`config.mk`:
```
export PLATFORM = sky130hd
export DESIGN_NAME = adc_scan_diff_ctrl_flat
export DESIGN_NICKNAME = d
export VERILOG_FILES = /design/src/rtl/snn_soc_pkg.sv /design/src/rtl/adc_scan_diff_ctrl_if.sv /design/src/rtl/adc_scan_diff_ctrl.sv /design/src/flat_wrapper.sv
export SDC_FILE = /design/constraint.sdc
export NUM_CORES = 1
export LEC_CHECK = 0
export ABC_AREA = 0
export CORE_MARGIN = 10
export CORE_UTILIZATION = 30
export CTS_CLUSTER_SIZE = 25
export DETAILED_ROUTE_END_ITERATION = 10
export HOLD_SLACK_MARGIN = 0.1
export PLACE_DENSITY = 0.51
export SYNTH_ARGS = -nofsm -noshare
export SYNTH_HDL_FRONTEND = slang
export SYNTH_SLANG_ARGS = --single-unit
```
`constraint.sdc`:
```
create_clock -name clk -period 4 [get_ports clk]
set_clock_uncertainty 0.2 [all_clocks]
set_input_delay 0.8 -clock clk [delete_from_list [all_inputs] [get_ports clk]]
set_output_delay 0.8 -clock clk [all_outputs]
set_load 0.01 [all_outputs]
```
`src/rtl/snn_soc_pkg.sv`:
```
// Shared SNN SoC constants and types used by the ADC scan / differential stage.
package snn_soc_pkg;

    localparam int unsigned NUM_OUTPUTS        = 10;
    localparam int unsigned ADC_CHANNELS       = 20;
    localparam int unsigned ADC_BITS           = 8;
    localparam int unsigned ADC_TIMEOUT_CYCLES = 255;

    typedef logic signed [ADC_BITS:0] adc_diff_t;

endpackage

```
`src/rtl/adc_scan_diff_ctrl_if.sv`:
```
// ADC macro handshake plus differential result bus of the scan controller.
interface adc_scan_diff_ctrl_if
    import snn_soc_pkg::*;
#(
    parameter int unsigned P_NUM_OUTPUTS  = NUM_OUTPUTS,
    parameter int unsigned P_ADC_CHANNELS = ADC_CHANNELS,
    parameter int unsigned P_ADC_BITS     = ADC_BITS
) ();

    localparam int unsigned SEL_W = $clog2(P_ADC_CHANNELS);

    logic                                  adc_start;
    logic                                  adc_done;
    logic [SEL_W-1:0]                      bl_sel;
    logic [P_ADC_BITS-1:0]                 bl_data;
    logic                                  diff_valid;
    logic [P_NUM_OUTPUTS-1:0][P_ADC_BITS:0] diff_data;

    // master: scan controller; slave: macro / neuron stage side
    modport master (
        output adc_start, bl_sel, diff_valid, diff_data,
        input  adc_done, bl_data
    );

    modport slave (
        input  adc_start, bl_sel, diff_valid, diff_data,
        output adc_done, bl_data
    );

endinterface

```
`src/rtl/adc_scan_diff_ctrl.sv`:
```
// Scans every BL column through the macro ADC, then forms signed pos-neg
// differentials per neuron with a per-channel conversion watchdog.
module adc_scan_diff_ctrl
    import snn_soc_pkg::*;
#(
    parameter int unsigned P_NUM_OUTPUTS    = NUM_OUTPUTS,
    parameter int unsigned P_ADC_CHANNELS   = ADC_CHANNELS,
    parameter int unsigned P_ADC_BITS       = ADC_BITS,
    parameter int unsigned P_TIMEOUT_CYCLES = ADC_TIMEOUT_CYCLES
) (
    input  logic                 clk,
    input  logic                 rst,
    input  logic                 scan_start,
    output logic                 busy,
    output logic                 timeout_err,
    adc_scan_diff_ctrl_if.master bus
);

    localparam int unsigned SEL_W = $clog2(P_ADC_CHANNELS);
    localparam int unsigned TMO_W = $clog2(P_TIMEOUT_CYCLES + 1);
    localparam logic [SEL_W-1:0] LAST_SEL = SEL_W'(P_ADC_CHANNELS - 1);
    localparam logic [TMO_W-1:0] TMO_LAST = TMO_W'(P_TIMEOUT_CYCLES - 1);

    typedef logic [P_ADC_BITS-1:0] code_t;
    typedef logic [P_NUM_OUTPUTS-1:0][P_ADC_BITS:0] diff_vec_t;

    typedef enum logic [1:0] {
        S_IDLE  = 2'd0,
        S_START = 2'd1,
        S_WAIT  = 2'd2,
        S_DIFF  = 2'd3
    } state_e;

    state_e           state_q, state_d;
    logic [SEL_W-1:0] sel_q, sel_d;
    logic [TMO_W-1:0] tmo_q, tmo_d;
    logic             err_q, err_d;
    logic             busy_q, busy_d;
    logic             adc_start_q, adc_start_d;
    logic [SEL_W-1:0] bl_sel_q, bl_sel_d;
    logic             diff_valid_q, diff_valid_d;
    diff_vec_t        diff_q, diff_d;

    code_t            raw_q [P_ADC_CHANNELS];
    code_t            raw_view_c [P_ADC_CHANNELS];
    diff_vec_t        diff_calc_c;
    logic             raw_wr_c;

    assign raw_wr_c = (state_q == S_WAIT) && bus.adc_done;

    // Raw buffer as it will look after this cycle's capture, so the final
    // differential can be registered together with the diff_valid pulse.
    always_comb begin
        for (int unsigned k = 0; k < P_ADC_CHANNELS; k++) begin
            raw_view_c[k] = raw_q[k];
            if (raw_wr_c && (sel_q == SEL_W'(k))) begin
                raw_view_c[k] = bus.bl_data;
            end
        end
    end

    always_comb begin
        diff_calc_c = '0;
        for (int unsigned i = 0; i < P_NUM_OUTPUTS; i++) begin
            diff_calc_c[i] = (P_ADC_BITS + 1)'($signed({1'b0, raw_view_c[i]})
                                            - $signed({1'b0, raw_view_c[i + P_NUM_OUTPUTS]}));
        end
    end

    always_comb begin
        state_d = state_q;
        sel_d   = sel_q;
        tmo_d   = tmo_q;
        err_d   = err_q;
        diff_d  = diff_q;

        case (state_q)
            S_IDLE: begin
                if (scan_start) begin
                    state_d = S_START;
                    sel_d   = '0;
                    err_d   = 1'b0;
                end
            end
            S_START: begin
                state_d = S_WAIT;
                tmo_d   = '0;
            end
            S_WAIT: begin
                if (bus.adc_done) begin
                    if (sel_q == LAST_SEL) begin
                        state_d = S_DIFF;
                        diff_d  = diff_calc_c;
                    end else begin
                        state_d = S_START;
                        sel_d   = sel_q + SEL_W'(1);
                    end
                end else if (tmo_q == TMO_LAST) begin
                    state_d = S_IDLE;
                    err_d   = 1'b1;
                end else begin
                    tmo_d = tmo_q + TMO_W'(1);
                end
            end
            S_DIFF: begin
                state_d = S_IDLE;
            end
            default: begin
                state_d = S_IDLE;
            end
        endcase

        // Outputs are decoded from the next state so they register in step with it
        busy_d       = (state_d != S_IDLE);
        adc_start_d  = (state_d == S_START);
        diff_valid_d = (state_d == S_DIFF);
        bl_sel_d     = (state_d == S_IDLE) ? '0 : sel_d;
    end

    always_ff @(posedge clk) begin
        if (rst) begin
            state_q      <= S_IDLE;
            sel_q        <= '0;
            tmo_q        <= '0;
            err_q        <= 1'b0;
            busy_q       <= 1'b0;
            adc_start_q  <= 1'b0;
            bl_sel_q     <= '0;
            diff_valid_q <= 1'b0;
            diff_q       <= '0;
        end else begin
            state_q      <= state_d;
            sel_q        <= sel_d;
            tmo_q        <= tmo_d;
            err_q        <= err_d;
            busy_q       <= busy_d;
            adc_start_q  <= adc_start_d;
            bl_sel_q     <= bl_sel_d;
            diff_valid_q <= diff_valid_d;
            diff_q       <= diff_d;
        end
    end

    always_ff @(posedge clk) begin
        if (rst) begin
            for (int unsigned k = 0; k < P_ADC_CHANNELS; k++) begin
                raw_q[k] <= '0;
            end
        end else if (raw_wr_c) begin
            raw_q[sel_q] <= bus.bl_data;
        end
    end

    assign busy           = busy_q;
    assign timeout_err    = err_q;
    assign bus.adc_start  = adc_start_q;
    assign bus.bl_sel     = bl_sel_q;
    assign bus.diff_valid = diff_valid_q;
    assign bus.diff_data  = diff_q;

    generate
        if (P_ADC_CHANNELS != 2 * P_NUM_OUTPUTS) begin : g_bad_channels
            $error("adc_scan_diff_ctrl: P_ADC_CHANNELS must equal 2*P_NUM_OUTPUTS");
        end
        if ((P_TIMEOUT_CYCLES < 1) || (P_TIMEOUT_CYCLES > 255)) begin : g_bad_timeout
            $error("adc_scan_diff_ctrl: P_TIMEOUT_CYCLES must be in 1..255");
        end
    endgenerate

    a_sel_range: assert property (@(posedge clk) disable iff (rst)
        {1'b0, bus.bl_sel} < (SEL_W + 1)'(P_ADC_CHANNELS));

    a_start_pulse: assert property (@(posedge clk) disable iff (rst)
        bus.adc_start |=> !bus.adc_start);

endmodule

```
`src/flat_wrapper.sv`:
```
// flat-port wrapper written by rule: the top's interface ports become plain ports
module adc_scan_diff_ctrl_flat import snn_soc_pkg::*;
#(
    parameter int unsigned P_NUM_OUTPUTS    = NUM_OUTPUTS,
    parameter int unsigned P_ADC_CHANNELS   = ADC_CHANNELS,
    parameter int unsigned P_ADC_BITS       = ADC_BITS,
    parameter int unsigned P_TIMEOUT_CYCLES = ADC_TIMEOUT_CYCLES
)
  (clk, rst, scan_start, busy, timeout_err, bus_adc_start, bus_bl_sel, bus_diff_valid, bus_diff_data, bus_adc_done, bus_bl_data);
  adc_scan_diff_ctrl_if #(.P_NUM_OUTPUTS(P_NUM_OUTPUTS), .P_ADC_CHANNELS(P_ADC_CHANNELS), .P_ADC_BITS(P_ADC_BITS)) bus_i ();
  input  logic clk;
  input  logic rst;
  input  logic scan_start;
  output logic busy;
  output logic timeout_err;
  output wire logic [$bits(bus_i.adc_start)-1:0] bus_adc_start;
  output wire logic [$bits(bus_i.bl_sel)-1:0] bus_bl_sel;
  output wire logic [$bits(bus_i.diff_valid)-1:0] bus_diff_valid;
  output wire logic [$bits(bus_i.diff_data)-1:0] bus_diff_data;
  input wire logic [$bits(bus_i.adc_done)-1:0] bus_adc_done;
  input wire logic [$bits(bus_i.bl_data)-1:0] bus_bl_data;
  assign bus_adc_start = bus_i.adc_start;
  assign bus_bl_sel = bus_i.bl_sel;
  assign bus_diff_valid = bus_i.diff_valid;
  assign bus_diff_data = bus_i.diff_data;
  assign bus_i.adc_done = bus_adc_done;
  assign bus_i.bl_data = bus_bl_data;
  adc_scan_diff_ctrl #(.P_NUM_OUTPUTS(P_NUM_OUTPUTS), .P_ADC_CHANNELS(P_ADC_CHANNELS), .P_ADC_BITS(P_ADC_BITS), .P_TIMEOUT_CYCLES(P_TIMEOUT_CYCLES)) u_core (.clk(clk), .rst(rst), .scan_start(scan_start), .busy(busy), .timeout_err(timeout_err), .bus(bus_i));
endmodule
```
==> flow_summary.toml, run 1 <==
[run_status]
status = "finished clean"

[worst_setup_path]
critical_path_arrival_ns = 4.02
end_kind = "register"
critPathRequiredTime_ns = 4.26
critPathCapture = "u_core.bus.diff_data[89]$_SDFFE_PP0P_"
critical_path.top_delay_family = "simple AND/OR/NAND/NOR gates"
start_kind = "primary input"
reg2reg_slack_ns = 0.49
r2r_start = "u_core.sel_q[4]$_SDFF_PP0_"
worstRegToRegCells = 11
path_cells = "clkdlybuf4s50_1 -> nand3b_2 -> nor4b_2 -> nand2_1 -> buf_4 -> mux2_2 -> ha_1 -> o21a_1 -> o31a_1 -> or3b_2 -> a311o_1 -> a21oi_1"
worst-path-stages = 12
crit_buf_inv = 2
cp_slowest_cell = "clkdlybuf4s50_1"
crit_start = "bus_adc_done"
cp_max_fo = 12
crit_type = "in -> reg"
cp_slowest_stage_delay_ns = 0.56
rr_endpoint = "u_core.bus.diff_data[69]$_SDFFE_PP0P_"

[route]
drtAntennaViolNets = 0
vias = 11969
routed_wl_um = 45800
first_iter_violations = 713
drc = 0
drtPass1Iterations = 5
wl_per_cell_um = 19.1
avgViaCountPerCell = 4.99

[min_path]
min_path_type = "reg -> reg"

[grt]
track_usage_pct = 15.0
antenna_found_initial = 2
grt_pass1_vias = 12079
grt_max_degree = 118
overflow = 0
grt_pass1_wl_um = 70800

[timing]
hold_viol_final = 0
min_period_over_period_pct = 93.9
post-route-min-period_ns = 3.75
finalSetupTns_ns = 0
relSlewSlack_pct = 52.7
setup_viol = 0
slew_viol_final = 0
tightest_slew_ns = 0.710
rsz0062_at_grt = "false"
fmax_ghz = 0.266

[die]
core_area_mm2 = 0.0500
die_x_um = 245
io_pins = 111
initial_utilization_pct = 30.3
num_rows = 82
die_y_um = 245
dieArea_mm2 = 0.0598

[cts]
cts_sinks = 274
postCtsSetupRepairBufs = 0
cts_buffers = 35
clk_path_buf_depth = 3
root_buffer = "clkbuf_16"
hold_buffers = 0
clk_latency_ns = 0.54
path_clk_slew_ns = 0.06
cts_resized = 0
htree_levels = 2
cts_tree = "yes"

[power]
p_leak_nw = 7.94
peakVddDrop_v = 0.000252
power.density_mw_per_mm2 = 372

[cells_and_area]
area.sequential_mm2 = 0.00709
final_cells = 2398
num_antenna_cells = 0
fillers = 4909
multi_input_area_mm2 = 0.00748
fin_area_mm2 = 0.0194
layout.nets = 1809
drive_gt1_share_pct = 21.0
syn2layout_area_growth_pct = 28.5
most-common-layout-cells = "nor2_1 (218), buf_4 (182), edfxtp_1 (160)"
mostFrequentLayoutCell = "nor2_1"

[run]
max_cap_viol_count = 0

[logic_synthesis]
ys_seq_elements = 274
synth_area_per_cell_um2 = 10.3
synth_area_mm2 = 0.0151
netlist_instances = 1467
yosysWarningCount = 0
synth_nets = 1576
synth_edf_count = 160
ys.flop_type = "edfxtp_1"
synth.distinct_cells = 63
ys_seq_area_share_pct = 46.9
synthArstFlopShare_pct = 0

[placement]
hpwl_um = 31900
gp_congestion = 0.819
placed_cells = 2335
place.port_buffers = 110
place_area_mm2 = 0.0182
==> cells by family after synthesis <==
kind of cell	share of synthesized area [%]
adder cells (fa/ha/maj)	8.52
buffers and inverters	3.79
AO/OA/AOI/OAI	10.8
XOR/XNOR	0.984
multiplexers	11.8
AND/OR/NAND/NOR	17.2
flip-flops	46.9
==> worst min path at each step <==
stage / startpoint / slack, ns / endpoint / depth (start not counted)
6_report: u_core.bus.diff_data[40]$_SDFFE_PP0P_ / 0.25 / u_core.bus.diff_data[40]$_SDFFE_PP0P_ / 2
2_1_floorplan: u_core.tmo_q[0]$_SDFFE_PP0P_ / 0.26 / u_core.tmo_q[0]$_SDFFE_PP0P_ / 2
4_1_cts: u_core.bus.diff_data[67]$_SDFFE_PP0P_ / 0.26 / u_core.bus.diff_data[67]$_SDFFE_PP0P_ / 2
3_5_place_dp: u_core.bus.diff_data[3]$_SDFFE_PP0P_ / 0.25 / u_core.bus.diff_data[3]$_SDFFE_PP0P_ / 2
3_3_place_gp: u_core.bus.diff_data[84]$_SDFFE_PP0P_ / 0.24 / u_core.bus.diff_data[84]$_SDFFE_PP0P_ / 2
5_1_grt: u_core.bus.diff_data[46]$_SDFFE_PP0P_ / 0.28 / u_core.bus.diff_data[46]$_SDFFE_PP0P_ / 2
==> where the power goes <==
part           switching [W]  internal (W)  total, W
Sequential         0.0000207       0.00304   0.00306
Combinational       0.000410      0.000307  0.000718
Clock                0.00130       0.00216   0.00346
==> synthesized netlist by cell type, drive strengths merged, types with 3 or more instances <==
master   instances  share of area, %
nor2           219               5.4
edfxtp         160                32
dfxtp          114                15
nand2          102               2.6
mux2i           90               6.0
ha              87               7.2
mux2            79               5.9
clkbuf          63               1.6
a21oi           59               2.0
a211oi          52               2.6
o21ai           47               1.6
buf             41               1.5
nor3            35               1.2
inv             31              0.77
and3            28               1.2
or3             27               1.1
nand2b          20              0.83
nand3           19               1.0
a311o           18               1.2
nor4b           17               1.0
o22ai           17              0.70
xnor2           14              0.81
nor2b           11              0.45
nor4            11              0.45
fa              10               1.3
a2111oi          9              0.52
a21o             9              0.45
a31oi            9              0.37
and2             9              0.37
or2              9              0.37
and4             8              0.46
o21a             7              0.35
o31ai            7              0.35
nor3b            3              0.26
xor2             3              0.17
==> cell type report <==
class | instances | area share [%]
well taps | 672 | 4.33
clock buffers | 45 | 5.52
repair buffers | 300 | 13.6
flip-flops and latches | 274 | 36.5
multi-input cells | 1058 | 38.5
clock inverters | 18 | 1.05
inverters | 31 | 0.599
==> flip-flops by register name, summed over array words and instances (netlist names) <==
register / cells
u_core.raw_q: 160
u_core.bus.diff_data: 90
u_core.tmo_q: 8
u_core.bus.bl_sel: 5
u_core.sel_q: 5
u_core.state_q: 2
u_core.bus.adc_start: 1
u_core.bus.diff_valid: 1
u_core.busy: 1
u_core.timeout_err: 1
==> worst register-to-register path: stages, from the launching register on <==
cell and delay [ns]:
dfxtp_1 0.51, nor3b_4 0.58, nand3_2 0.15, mux2_2 0.26, ha_1 0.17, inv_1 0.06, fa_1 0.39, a211oi_1 0.32
o21ai_0 0.15, a21oi_1 0.20, nor4_1 0.07, a311o_1 0.34
==> per-stage QoR <==
stage          util [%]  power, W  hold slack [ns]  setup WS [ns]
6_report           38.9   0.00724            0.252          0.245
5_1_grt            38.9   0.00751            0.276        0.00779
4_1_cts            38.9   0.00733            0.258          0.252
3_5_place_dp       36.4   0.00384            0.250         -0.309
3_3_place_gp       36.4   0.00383            0.243         -0.209
2_1_floorplan         -   0.00351            0.262          0.106
==> routing by layer <==
layer	up-vias	GRT usage (%)	share of wire (%)
met3	56	2.79	4.4
met5	-	0	0
li1	5850	-	-
met1	5837	19.1	45
met4	0	3.71	2.0
met2	226	25.8	49
(Power assumes the default switching activity.)
==> inputs of run 2 (changes only) <==
Settings changed: PLACE_DENSITY 0.51 to 0.49, SKIP_CTS_REPAIR_TIMING from default to 1.
Clock period 4 ns to 4.7 ns, I/O delays scaled along.
==> flow_summary.toml, run 2 (synthesis gave the netlist of run 1 again) <==
[power]
p_sw_w = 0.00140
power_frac_seq_pct = 46.2
p_leak_nw = 7.21
peakVddDrop_v = 0.000175
power.density_mw_per_mm2 = 309
p_comb_share_pct = 9.3
intPower_w = 0.00424
swShare_pct = 24.8
clkPwrFrac_pct = 44.5

[min_path]
min_path_type = "reg -> reg"
worstHoldEndpoint = "u_core.bus.diff_data[57]$_SDFFE_PP0P_"
min_path_cells = 2
hp-start = "u_core.bus.diff_data[57]$_SDFFE_PP0P_"

[die]
io_pins = 111
die_y_um = 245
initial_utilization_pct = 30.3
die_x_um = 245
dieArea_mm2 = 0.0598
num_rows = 82
core_area_mm2 = 0.0500

[timing]
slew_viol_final = 0
fmax_ghz = 0.249
finalSetupTns_ns = 0
hold_slack_ns = 0.251
post-route-min-period_ns = 4.02
min_period_over_period_pct = 85.4
relSlewSlack_pct = 45.1
hold_viol_final = 0
setup_viol = 0
tightest_slew_ns = 0.821
rsz0062_at_grt = "false"
layout_setup_ws_ns = 0.684

[cells_and_area]
mostFrequentLayoutCell = "nor2_1"
final_util_pct = 36.5
largest_reg_flops = 160
max_flop_register = "u_core.raw_q"
layout.nets = 1684
num_antenna_cells = 0
syn2layout_area_growth_pct = 20.5
most-common-layout-cells = "nor2_1 (218), edfxtp_1 (160), dfxtp_1 (114)"
drive_gt1_share_pct = 13.9

[worst_setup_path]
critPathRequiredTime_ns = 4.92
crit_buf_inv = 3
end_kind = "register"
cp_max_fo = 9
reg2reg_slack_ns = 0.87
crit_type = "in -> reg"
cp_slowest_stage_delay_ns = 0.58
start_kind = "primary input"
cp_slowest_cell = "clkdlybuf4s50_1"
worstRegToRegCells = 13
r2r_start = "u_core.sel_q[0]$_SDFF_PP0_"
path_cells = "clkdlybuf4s50_1 -> nand3b_2 -> nor4b_2 -> buf_4 -> nand2_1 -> mux2i_1 -> ha_1 -> inv_1 -> fa_1 -> a211oi_1 -> nor2_1 -> o22ai_1 -> nor4_1 -> a311o_1"
critical_path.top_delay_family = "simple AND/OR/NAND/NOR gates"
critical_path_arrival_ns = 4.24
rr_endpoint = "u_core.bus.diff_data[51]$_SDFFE_PP0P_"

[grt]
track_usage_pct = 15.0
busiest_layer = "met2"
grt_pass1_vias = 11369
grt_util_met2_pct = 25.1
overflow = 0
grt_max_degree = 127
grt_pass1_wl_um = 70300
use_met3_pct = 2.39
met1_usage_pct = 19.8
antenna_found_initial = 0

[cts]
clk_path_buf_depth = 3
root_buffer = "clkbuf_16"
cts_sinks = 274
htree_levels = 2
cts_buffers = 35
cts_tree = "yes"
path_clk_slew_ns = 0.06
clk_latency_ns = 0.54

[placement]
place.port_buffers = 110
hpwl_um = 31300
dp_slack_ns = 0.175
gp_congestion = 0.789

[route]
first_iter_violations = 660
avgViaCountPerCell = 5.05
drtAntennaViolNets = 0
drtPass1Iterations = 5
vias = 11470
routed_wl_um = 45900
wl_per_cell_um = 20.2
drc = 0

[run]
max_cap_viol_count = 0

[run_status]
status = "finished clean"
==> run 2: cell count changes in the layout (fill, tap and decap cells not counted), sizes merged <==
cell      delta
clkinvlp     -2
inv          -1
clkbuf       +4
buf        -125
bufinv       -3
==> run 2: layout make-up <==
cell class	instances	area, um^2
tap	672	841
clock buffer	49	948
fill	5022	31700
sequential	274	7090
timing repair buffer	175	1670
inverter	31	116
multi-input combinational	1058	7480
clock inverter	12	83.8
==> run 2: how the worst max path moves through the flow <==
stage,startpoint,endpoint,slack (ns),cells past startpoint
floorplan,bus_adc_done,u_core.bus.diff_data[69]$_SDFFE_PP0P_,0.67,15
global placement,bus_adc_done,u_core.bus.diff_data[15]$_SDFFE_PP0P_,0.21,13
detailed placement,bus_adc_done,u_core.bus.diff_data[78]$_SDFFE_PP0P_,0.17,14
CTS,bus_adc_done,u_core.bus.diff_data[78]$_SDFFE_PP0P_,0.74,14
global route,bus_adc_done,u_core.bus.diff_data[78]$_SDFFE_PP0P_,0.42,14
finish,bus_adc_done,u_core.bus.diff_data[78]$_SDFFE_PP0P_,0.68,14
==> run 2: tightest hold or removal path, cell delays in order (launching register included) <==
cell and delay, ns:
dfxtp_1 0.31, nand2_1 0.05, a21oi_1 0.05
==> run 2: stage by stage <==
step                area (um^2)  total power (W)  instances
finish                    18200          0.00564       2271
global placement          17200          0.00318       2210
global route              18200          0.00585       2271
CTS                       18200          0.00571       2271
detailed placement        17200          0.00318       2210
floorplan                 15100          0.00299       1467
==> run 2: layer usage <==
metal | vias to the layer above | part of all wire (%)
li1 | 5607 | -
met1 | 5623 | 47
met2 | 181 | 47
met3 | 59 | 3.8
met4 | 0 | 1.9
met5 | - | 0
==> run 2: power groups by stage <==
stage	registers (W)	logic, W	clock network [W]
floorplan	0.00265	0.000337	0
global placement	0.00266	0.000523	0
detailed placement	0.00266	0.000526	0
CTS	0.00261	0.000529	0.00258
global route	0.00261	0.000577	0.00266
finish	0.00261	0.000523	0.00251
==> inputs of run 3 (changes only) <==
Settings changed: SKIP_CTS_REPAIR_TIMING 1 to default.
==> results of run 3 <==
Same layout as run 2: the final DEF is identical, and so are final timing and power.
